`src/rtl/byte_frame_sync.sv`:
```
// Hunts for a two-byte sync header, then captures and re-emits a fixed-length payload
// with start/end-of-frame markers, a frame counter and error/timeout pulses.
module byte_frame_sync #(
  parameter logic [7:0]  SYNC0       = 8'hAA,
  parameter logic [7:0]  SYNC1       = 8'h55,
  parameter int unsigned PAYLOAD_LEN = 4,
  parameter int unsigned MAX_GAP     = 8,
  parameter int unsigned CNT_W       = 8
) (
  input  logic             clk,
  input  logic             reset,
  input  logic             in_valid,
  input  logic [7:0]       in_data,
  output logic             out_valid,
  output logic [7:0]       out_data,
  output logic             out_sof,
  output logic             out_eof,
  output logic             locked,
  output logic             sync_err,
  output logic             abort,
  output logic [CNT_W-1:0] frame_count
);

  localparam int unsigned IdxW = $clog2(PAYLOAD_LEN + 1);
  localparam int unsigned GapW = $clog2(MAX_GAP + 1);
  localparam logic [IdxW-1:0] LastIdx  = IdxW'(PAYLOAD_LEN - 1);
  localparam logic [GapW-1:0] GapLimit = GapW'(MAX_GAP);

  typedef enum logic [1:0] {StHunt, StGot0, StPayload} state_e;

  state_e            r_state, w_state_d;
  logic [IdxW-1:0]   r_idx, w_idx_d;
  logic [GapW-1:0]   r_gap, w_gap_d;
  logic              r_out_valid, w_out_valid_d;
  logic [7:0]        r_out_data, w_out_data_d;
  logic              r_sof, w_sof_d;
  logic              r_eof, w_eof_d;
  logic              r_sync_err, w_sync_err_d;
  logic              r_abort, w_abort_d;
  logic [CNT_W-1:0]  r_frame_count, w_frame_count_d;

  always_comb begin
    w_state_d       = r_state;
    w_idx_d         = r_idx;
    w_gap_d         = r_gap;
    w_out_valid_d   = 1'b0;
    w_out_data_d    = '0;
    w_sof_d         = 1'b0;
    w_eof_d         = 1'b0;
    w_sync_err_d    = 1'b0;
    w_abort_d       = 1'b0;
    w_frame_count_d = r_frame_count;

    case (r_state)
      StHunt: begin
        if (in_valid && in_data == SYNC0) w_state_d = StGot0;
      end
      StGot0: begin
        if (in_valid) begin
          if (in_data == SYNC1) begin
            w_state_d = StPayload;
            w_idx_d   = '0;
            w_gap_d   = '0;
          end else if (in_data != SYNC0) begin
            w_state_d    = StHunt;
            w_sync_err_d = 1'b1;
          end
        end
      end
      StPayload: begin
        if (in_valid) begin
          w_out_valid_d = 1'b1;
          w_out_data_d  = in_data;
          w_sof_d       = (r_idx == '0);
          w_eof_d       = (r_idx == LastIdx);
          w_gap_d       = '0;
          if (r_idx == LastIdx) begin
            w_idx_d         = '0;
            w_frame_count_d = r_frame_count + CNT_W'(1);
            w_state_d       = StHunt;
          end else begin
            w_idx_d = r_idx + IdxW'(1);
          end
        end else if (r_gap + GapW'(1) == GapLimit) begin
          // Gap timeout drops the partial frame without an end marker.
          w_state_d = StHunt;
          w_abort_d = 1'b1;
          w_gap_d   = '0;
          w_idx_d   = '0;
        end else begin
          w_gap_d = r_gap + GapW'(1);
        end
      end
      default: w_state_d = StHunt;
    endcase
  end

  always_ff @(posedge clk or negedge reset) begin
    if (!reset) begin
      r_state       <= StHunt;
      r_idx         <= '0;
      r_gap         <= '0;
      r_out_valid   <= 1'b0;
      r_out_data    <= '0;
      r_sof         <= 1'b0;
      r_eof         <= 1'b0;
      r_sync_err    <= 1'b0;
      r_abort       <= 1'b0;
      r_frame_count <= '0;
    end else begin
      r_state       <= w_state_d;
      r_idx         <= w_idx_d;
      r_gap         <= w_gap_d;
      r_out_valid   <= w_out_valid_d;
      r_out_data    <= w_out_data_d;
      r_sof         <= w_sof_d;
      r_eof         <= w_eof_d;
      r_sync_err    <= w_sync_err_d;
      r_abort       <= w_abort_d;
      r_frame_count <= w_frame_count_d;
    end
  end

  assign out_valid   = r_out_valid;
  assign out_data    = r_out_data;
  assign out_sof     = r_sof;
  assign out_eof     = r_eof;
  assign locked      = (r_state == StPayload);
  assign sync_err    = r_sync_err;
  assign abort       = r_abort;
  assign frame_count = r_frame_count;

endmodule

```
`config.mk`:
```
export PLATFORM = sky130hd
export DESIGN_NAME = byte_frame_sync
export DESIGN_NICKNAME = d
export VERILOG_FILES = /design/src/rtl/byte_frame_sync.sv
export SDC_FILE = /design/constraint.sdc
export NUM_CORES = 1
export LEC_CHECK = 0
export ABC_AREA = 1
export CAP_MARGIN = 20
export CORE_MARGIN = 4
export CORE_UTILIZATION = 44
export DETAILED_ROUTE_END_ITERATION = 8
export PLACE_DENSITY = 0.78
export SYNTH_ARGS = -nofsm -noshare
export SYNTH_HDL_FRONTEND = slang
export SYNTH_SLANG_ARGS = --single-unit
export TNS_END_PERCENT = 30
```
`constraint.sdc`:
```
create_clock -name clk -period 1.2 [get_ports clk]
set_input_delay 0.18 -clock clk [delete_from_list [all_inputs] [get_ports clk]]
set_output_delay 0.18 -clock clk [all_outputs]
set_load 0.05 [all_outputs]
```
After elaboration in Yosys (flattened, before gate mapping). Cells that the tools add are included.

Register bits: 30. Bits in latches: 0. Bits in writable memories: 0. ROM bits: 0. Input port bits: 11. Output and inout bits: 22. Word-level logic and storage cells: 68. Memories: 0.

Add/sub/neg operators: 3. $mul: 0. Divide/modulo/power cells: 0. $lt $le $gt $ge: 0. Equality and inequality tests: 13. Shift-type cells: 0. Muxes and demuxes: 34. Bitwise operators: 0. Reductions and logical operators: 8.

Operators by type and width (number): two-way mux 4 bit (4); two-way mux 8 bit (2); two-way mux 3 bit (5); two-way mux 2 bit (7); two-way mux 1 bit (13); adder 8 x 1 -> 8 bit, second input constant (1); == test 8 x 7 -> 1 bit, second input constant (1); == test 8 bit, second input constant (1); inequality test 8 bit, second input constant (1); case mux 4 bit (2 select lines) (1); inequality test 2 bit, second input constant (3); inequality test 3 x 2 -> 1 bit, second input constant (2); case mux 2 bit (3 select lines) (1); case mux 3 bit (2 select lines) (1); AND reduction 3 bit (2); AND reduction 5 bit (1); adder 4 x 1 -> 4 bit, second input constant (1); == test 4 bit, second input constant (1); AND reduction 4 bit (1); adder 3 x 1 -> 3 bit, second input constant (1); == test 3 x 2 -> 1 bit, second input constant (1); logical NOT 3 bit (1); inequality test 3 bit, second input constant (1); == test 2 x 1 -> 1 bit, second input constant (1); 4 further kinds (4).

Longest topological paths before layout. Gate-level depths: netlist of run 1.

Depth after elaboration: 5. Depth in mapped cells: 10. Depth with buffers taken out: 10.

Worst setup path after synthesis of run 1. OpenSTA, ideal clock, no wires.

Path type: reg-to-reg. Start point: register r_state[0]. End point: register r_frame_count[1] (netlist: frame_count[1]). Library setup time: 128 ps. Arrival: 1405 ps. Slack: -332 ps. Cell stages (with the launch flop): 5. Buffers on the path: 0. Clock period less this slack: 1532 ps. Cell sequence: dfrtp_1 nor2_4 inv_4 nor2_8 mux2_1.

Cells in the longest elaborated chain, start to end: 2.

RTL lines: start, declared (line 31) `state_e r_state, w_state_d;`; start signal, assigned (line 100) `r_state <= StHunt;`; start signal, assigned (line 111) `r_state <= w_state_d;`; == test 2 bit; net locked (line 18) `output logic locked,`; AND reduction 3 bit (no line); end signal, assigned (line 120) `r_frame_count <= w_frame_count_d;`; end, declared (line 40) `logic [CNT_W-1:0] r_frame_count, w_frame_count_d;`.

The timed path passes the listed nets, and every way through them passes these cells. A chain may end at the register's enable or synchronous reset.

Worst setup path after layout of run 1.
Start point: register r_idx[1]. End point: register r_frame_count[7] (netlist: frame_count[7]).

Cells in the longest elaborated chain, start to end: 2.

RTL lines: start, declared (line 32) `logic [IdxW-1:0] r_idx, w_idx_d;`; start signal, assigned (line 112) `r_idx <= w_idx_d;`; == test 3 x 2 -> 1 bit (line 77) `if (r_idx == LastIdx) begin`; AND reduction 3 bit (no line).

No other way between the ends.

==> impl_metrics.py, run 1 <==
metrics = {
    "run_status": {
        "outcome": "finished with violations",
        "violations": "setup timing",
    },
    "power": {
        "power_density_nw_per_um2": 834,
        "leakagePower_nw": 1.33,
        "power_mw": 2.13,
        "peakVddDrop_uv": 943,
    },
    "clocking": {
        "worstSkewPairLatency_ns": 0.35,
        "cts_root_buf": "clkbuf_4",
        "clockBufferDepth": 2,
        "tritoncts": "done",
        "cts_inserted_buffers": 5,
        "hold_buffers": 0,
        "clock_sinks": 30,
        "htreeDepth": 2,
        "clkSlewWorstSetupHoldPaths_ns": 0.10,
    },
    "die": {
        "ioPinCount": 33,
        "dieArea_um2": 4170,
        "die-height_um": 64.6,
        "core.rowCount": 20,
        "core_um2": 3050,
        "initial_core_util": 0.461,
        "dieWidth_um": 64.6,
    },
    "drt": {
        "wl_per_cell_um": 19.7,
        "first_pass_iters": 4,
        "via_per_inst": 5.52,
        "drt_iter0_markers": 168,
        "drcViolationCount": 0,
        "postRouteAntennaNets": 0,
        "vias": 1578,
        "wl_mm": 5.64,
    },
    "critical_path": {
        "crit_path_max_incr_delay_ns": 0.40,
        "crit_buf_inv": 1,
        "cp_slowest_cell": "dfrtp_1",
        "setup.worst_path.end_class": "flip-flop",
        "crit_path_cell_trace": "ha_2 -> inv_2 -> nor2_4 -> nand2_4 -> nor2_8 -> nand4_1 -> o21ai_1 -> nand2_1",
        "critPathLaunchType": "flip-flop",
        "crit_family": "simple AND/OR/NAND/NOR gates",
        "arrival_ns": 1.80,
        "crit_required_ns": 1.44,
        "crit_type": "reg2reg",
        "cp_max_fo": 6,
    },
    "sta": {
        "tns_ns": -4.44,
        "fmax_ghz": 0.641,
        "hold_violations": 0,
        "setup_viol": 24,
        "rsz0062_at_grt": "yes",
        "drv_slew": 0,
        "fin_ws_ns": -0.359,
        "fin_skew_ns": 0.00932,
        "min_period_ns": 1.56,
        "period_share": 1.30,
        "slew_headroom": 0.787,
        "worst_pin_slew_ns": 0.317,
    },
    "placed_design": {
        "dp.cells": 267,
        "portBuffers": 32,
        "dp_slack_ns": -0.516,
        "gp_congestion": 0.824,
        "place_hpwl_mm": 3.33,
    },
    "grt": {
        "antenna_found_initial": 0,
        "track_usage": 0.244,
        "grt_pass1_vias": 1630,
        "grt_first_pass_wirelength_mm": 7.59,
        "grt_overflow": 0,
        "grt_max_degree": 31,
    },
    "yosys": {
        "syn-num-nets": 176,
        "synth_compound_area_frac": 0.0213,
        "yosys_warnings": 0,
        "yosys_register_bits": 30,
        "ys_seq_area_frac": 0.533,
        "synth.avg_cell_area_um2": 8.74,
        "yosys.cell_types.count": 22,
        "synthMuxAreaShare": 0.00800,
        "synth_area_um2": 1410,
        "synth.area.top_cells": "dfrtp_1 53%, nand2_1 11%, nor2_1 6.4%",
        "synthCells": 161,
        "yosys.area_share.simple": 0.300,
        "yosysTopAreaCell": "dfrtp_1",
        "synth_top_family_by_area": "simple AND/OR/NAND/NOR gates",
        "yosysTopAreaCellShare": 0.533,
        "synthAdderAreaFrac": 0.0356,
        "yosys.area_share.xor_xnor": 0.0373,
    },
    "cells_and_area": {
        "antenna-diode-count": 0,
        "nets": 256,
        "most-common-layout-cells": "36 x nand2_1, 36 x buf_4, 29 x dfrtp_1",
        "fin_cells": 286,
        "n_fill_cell": 160,
        "drive_above_1_share": 0.450,
        "utilization": 0.836,
        "area_growth_pct": 81.3,
    },
    "flow_run": {
        "drv_cap": 0,
    },
    "hold_path": {
        "min_path_type": "in2async",
    },
}
worst register-to-register path, delay by kind of cell, from the launching register on:
| kind | cells | cell delay, ns |
|---|---|---|
| AOI/OAI and AO/OA | 1 | 0.20 |
| adders and majority gates | 1 | 0.20 |
| buffers and inverters | 1 | 0.05 |
| DFF | 1 | 0.40 |
| and+or+nand+nor | 5 | 0.60 |
cells by family after synthesis:
logic type | after synthesis
mux | 1
compound gates | 6
buf+inv | 23
fa+ha+maj | 4
flops | 30
simple gates | 91
xor+xnor | 6
synth_stat cells:
cell type / count
nor2_1: 24
nand2_1: 41
nand2_2: 1
nor2_4: 2
inv_4: 1
o21ai_0: 4
xnor2_1: 2
inv_1: 18
o21ai_1: 2
xor2_1: 4
buf_2: 1
dfrtp_1: 30
nor2_8: 1
nor3_1: 3
nand2_4: 1
inv_2: 3
nand3_1: 10
ha_1: 4
nor3_2: 1
nand4_1: 6
mux2_1: 1
and2_1: 1
per-stage QoR:
step	hold WS (ns)	area (um2)
floorplan	-0.116	1410
global placement	0.515	2250
detailed placement	0.533	2250
CTS	0.197	2410
global route	0.198	2550
finish	0.190	2550
flip-flops by register name (all words and copies together), names as in the netlist:
name         flops
abort            1
frame_count      8
out_data         8
out_eof          1
out_sof          1
out_valid        1
r_gap            4
r_idx            3
r_state          2
sync_err         1
layer usage:
metal | track usage | share of wire
met1 | 0.230 | 0.32
met2 | 0.450 | 0.51
met3 | 0.0745 | 0.082
met4 | 0.164 | 0.084
met5 | 0 | 0
report_power, final:
group          total [mW]  internal, mW  leakage (nW)  switching [mW]
clock               0.810         0.431        0.0450           0.379
combinational       0.282         0.121         0.873           0.161
sequential           1.04          1.02         0.412          0.0142
total                2.13          1.57          1.33           0.555
final cells by class:
class                   instances  area [um2]  share of cell area
repair buffers                 74         887               0.348
flip-flops and latches         30         752               0.295
clock buffers                   5        37.5              0.0147
clock inverters                 3        40.0              0.0157
multi-input cells             108         693               0.272
inverters                      22        87.6              0.0343
well taps                      44        55.1              0.0216
worst paths after layout:
path | from | to | slack [ns] | cells after the start
worst max-delay path | r_idx[1]$_DFFE_PN0P_ | frame_count[7]$_DFFE_PN0P_ | -0.36 | 8
worst min-delay path | reset | out_data[5]$_DFF_PN0_ | 0.19 | 2
worst max register to register | r_idx[1]$_DFFE_PN0P_ | frame_count[7]$_DFFE_PN0P_ | -0.36 | 8
worst min register to register | frame_count[6]$_DFFE_PN0P_ | frame_count[6]$_DFFE_PN0P_ | 0.57 | 1
max in group asynchronous | reset | frame_count[3]$_DFFE_PN0P_ | 0.84 | 2
min in group clk | in_data[4] | out_data[4]$_DFF_PN0_ | 0.46 | 3
what timing repair did:
item                                    CTS  global route
pin swaps                                 7            11
buffers inserted                          1            10
endpoints found under the setup margin   22            27
gates resized for setup                  25            19
(Power assumes the default switching activity.)
==> run 2, diff against run 1 <==
--- a/config.mk
+++ b/config.mk
@@ -8,9 +8,9 @@
 export ABC_AREA = 1
 export CAP_MARGIN = 20
 export CORE_MARGIN = 4
-export CORE_UTILIZATION = 44
+export CORE_UTILIZATION = 35
 export DETAILED_ROUTE_END_ITERATION = 8
-export PLACE_DENSITY = 0.78
+export PLACE_DENSITY = 0.65
 export SYNTH_ARGS = -nofsm -noshare
 export SYNTH_HDL_FRONTEND = slang
 export SYNTH_SLANG_ARGS = --single-unit
==> impl_metrics.py, run 2 (synthesis results as in run 1) <==
metrics = {
    "critical_path": {
        "crit_buf_inv": 1,
        "crit_path_max_incr_delay_ns": 0.35,
        "critPathLaunchType": "flip-flop",
        "crit_family": "simple AND/OR/NAND/NOR gates",
        "crit_type": "reg2reg",
        "cp_slowest_cell": "dfrtp_1",
        "cp_max_fo": 7,
        "arrival_ns": 1.53,
        "crit_path_cell_trace": "ha_2 -> inv_2 -> nor2_4 -> nand2_4 -> nor2_8 -> nand4_1 -> o21ai_1 -> nand2_1",
        "crit_required_ns": 1.37,
        "setup.worst_path.end_class": "flip-flop",
    },
    "clocking": {
        "clock_sinks": 30,
        "tritoncts": "done",
        "worstSkewPairLatency_ns": 0.28,
        "cts_inserted_buffers": 5,
        "clkSlewWorstSetupHoldPaths_ns": 0.06,
        "htreeDepth": 2,
        "cts_root_buf": "clkbuf_8",
        "clockBufferDepth": 2,
    },
    "sta": {
        "fin_ws_ns": -0.161,
        "setup_viol": 14,
        "rsz0062_at_grt": "yes",
        "worst_pin_slew_ns": 0.278,
        "period_share": 1.13,
        "drv_slew": 0,
        "fmax_ghz": 0.735,
        "min_period_ns": 1.36,
        "slew_headroom": 0.814,
        "hold_violations": 0,
        "holdWs_ns": 0.258,
        "fin_skew_ns": 0.00480,
    },
    "die": {
        "initial_core_util": 0.373,
        "die-height_um": 71.4,
        "ioPinCount": 33,
        "dieArea_um2": 5100,
        "core_um2": 3770,
        "core.rowCount": 22,
        "dieWidth_um": 71.4,
    },
    "cells_and_area": {
        "drive_above_1_share": 0.436,
        "n_fill_cell": 284,
        "utilization": 0.674,
        "mostFrequentLayoutCell": "buf_4",
        "most-common-layout-cells": "40 x buf_4, 37 x nand2_1, 30 x dfrtp_1",
        "area_growth_pct": 80.6,
        "nets": 257,
        "antenna-diode-count": 0,
        "final-seq-area_um2": 751,
        "multiInputGateArea_um2": 672,
    },
    "flow_run": {
        "drv_cap": 0,
    },
    "placed_design": {
        "place_hpwl_mm": 2.39,
        "gp_congestion": 0.863,
        "portBuffers": 32,
    },
    "grt": {
        "grt.busiest_layer": "met2",
        "grt_first_pass_wirelength_mm": 5.44,
        "grt.met1_usage": 0.163,
        "antenna_found_initial": 0,
        "grt_overflow": 0,
        "grt_pass1_vias": 1251,
        "track_usage": 0.140,
        "grt_max_degree": 31,
        "use_met2": 0.216,
        "use_met3": 0.0533,
    },
    "drt": {
        "drt_iter0_markers": 65,
        "drcViolationCount": 0,
        "vias": 1307,
        "first_pass_iters": 4,
        "postRouteAntennaNets": 0,
        "via_per_inst": 4.49,
        "wl_mm": 3.32,
        "wl_per_cell_um": 11.4,
    },
    "power": {
        "power_mw": 2.12,
        "leakagePower_nw": 1.34,
        "switching_share": 0.240,
        "peakVddDrop_uv": 640,
        "cell_internal_pwr_mw": 1.61,
        "power_density_nw_per_um2": 834,
        "seq_power_share": 0.489,
        "switching_power_uw": 510,
        "pwr-share-clk": 0.389,
        "pwr-share-comb": 0.122,
    },
    "run_status": {
        "violations": "setup timing",
        "outcome": "finished with violations",
    },
    "hold_path": {
        "min_path_type": "in2async",
    },
}
-- run 2: changes by cell type in the layout (fill, tap and decap cells not counted), moves of 2 or more --
| cell | change |
|---|---|
| buf_6 | -3 |
| nand3_4 | -2 |
| o21ai_0 | +3 |
| buf_4 | +4 |
| clkbuf_8 | +6 |
| o21ai_1 | -3 |
| clkbuf_4 | -5 |
-- run 2: cell type report --
cell class / count / area share
Sequential cell: 30 / 0.295
Tap cell: 48 / 0.0236
Clock inverter: 1 / 0.00197
Inverter: 22 / 0.0335
Clock buffer: 7 / 0.0340
Timing Repair Buffer: 75 / 0.347
Multi-Input combinational cell: 108 / 0.264
-- run 2: power by group through the flow --
stage,combinational (mW),sequential (mW),clock [mW]
detailed placement,0.239,1.06,0
finish,0.259,1.04,0.825
global route,0.284,1.04,0.888
floorplan,0.0745,1.07,0
global placement,0.236,1.06,0
CTS,0.248,1.04,0.851
-- run 2: worst reg2reg max path, delay by kind of cell (launching register included) --
kind	cells	cell delay, ns
simple gates	5	0.54
flops	1	0.35
fa+ha+maj	1	0.17
compound gates	1	0.15
buf+inv	1	0.05
-- run 2: path summary, 6_finish.rpt --
path                                                 start                    endpoint  slack [ns]  cells after the start
min in group clk                                in_data[1]       out_data[1]$_DFF_PN0_        0.51                      3
worst max register to register        r_idx[0]$_DFFE_PN0P_  frame_count[7]$_DFFE_PN0P_       -0.16                      8
worst min register to register  frame_count[0]$_DFFE_PN0P_  frame_count[0]$_DFFE_PN0P_        0.54                      1
worst min-delay path                                 reset        r_gap[1]$_DFFE_PN0P_        0.26                      2
worst max-delay path                  r_idx[0]$_DFFE_PN0P_  frame_count[7]$_DFFE_PN0P_       -0.16                      8
max in group asynchronous                            reset       out_data[2]$_DFF_PN0_        0.78                      2
-- run 2: through the flow --
step           TNS (ns)  instances  setup WS, ns  cell area, um2
2_1_floorplan     -3.11        161        -0.276            1410
3_3_place_gp      -6.40        276        -0.420            2290
3_5_place_dp      -6.96        276        -0.491            2290
4_1_cts           -1.47        288        -0.146            2480
5_1_grt           -3.34        291        -0.266            2540
6_report          -1.52        291        -0.161            2540
-- run 2: repair_timing --
| action | CTS | global route |
|---|---|---|
| pin swaps | 6 | 7 |
| resized for setup | 21 | 11 |
| setup endpoints to repair | 18 | 22 |
| endpoints found under the hold margin | 0 | 0 |
| setup buffers | 4 | 3 |
| hold buffers | 0 | 0 |
-- run 2: metal layers --
metal	vias to the layer above	wire, um
met1	603	1360
li1	663	-
met3	9	221
met5	-	0
met4	0	91
met2	32	1650
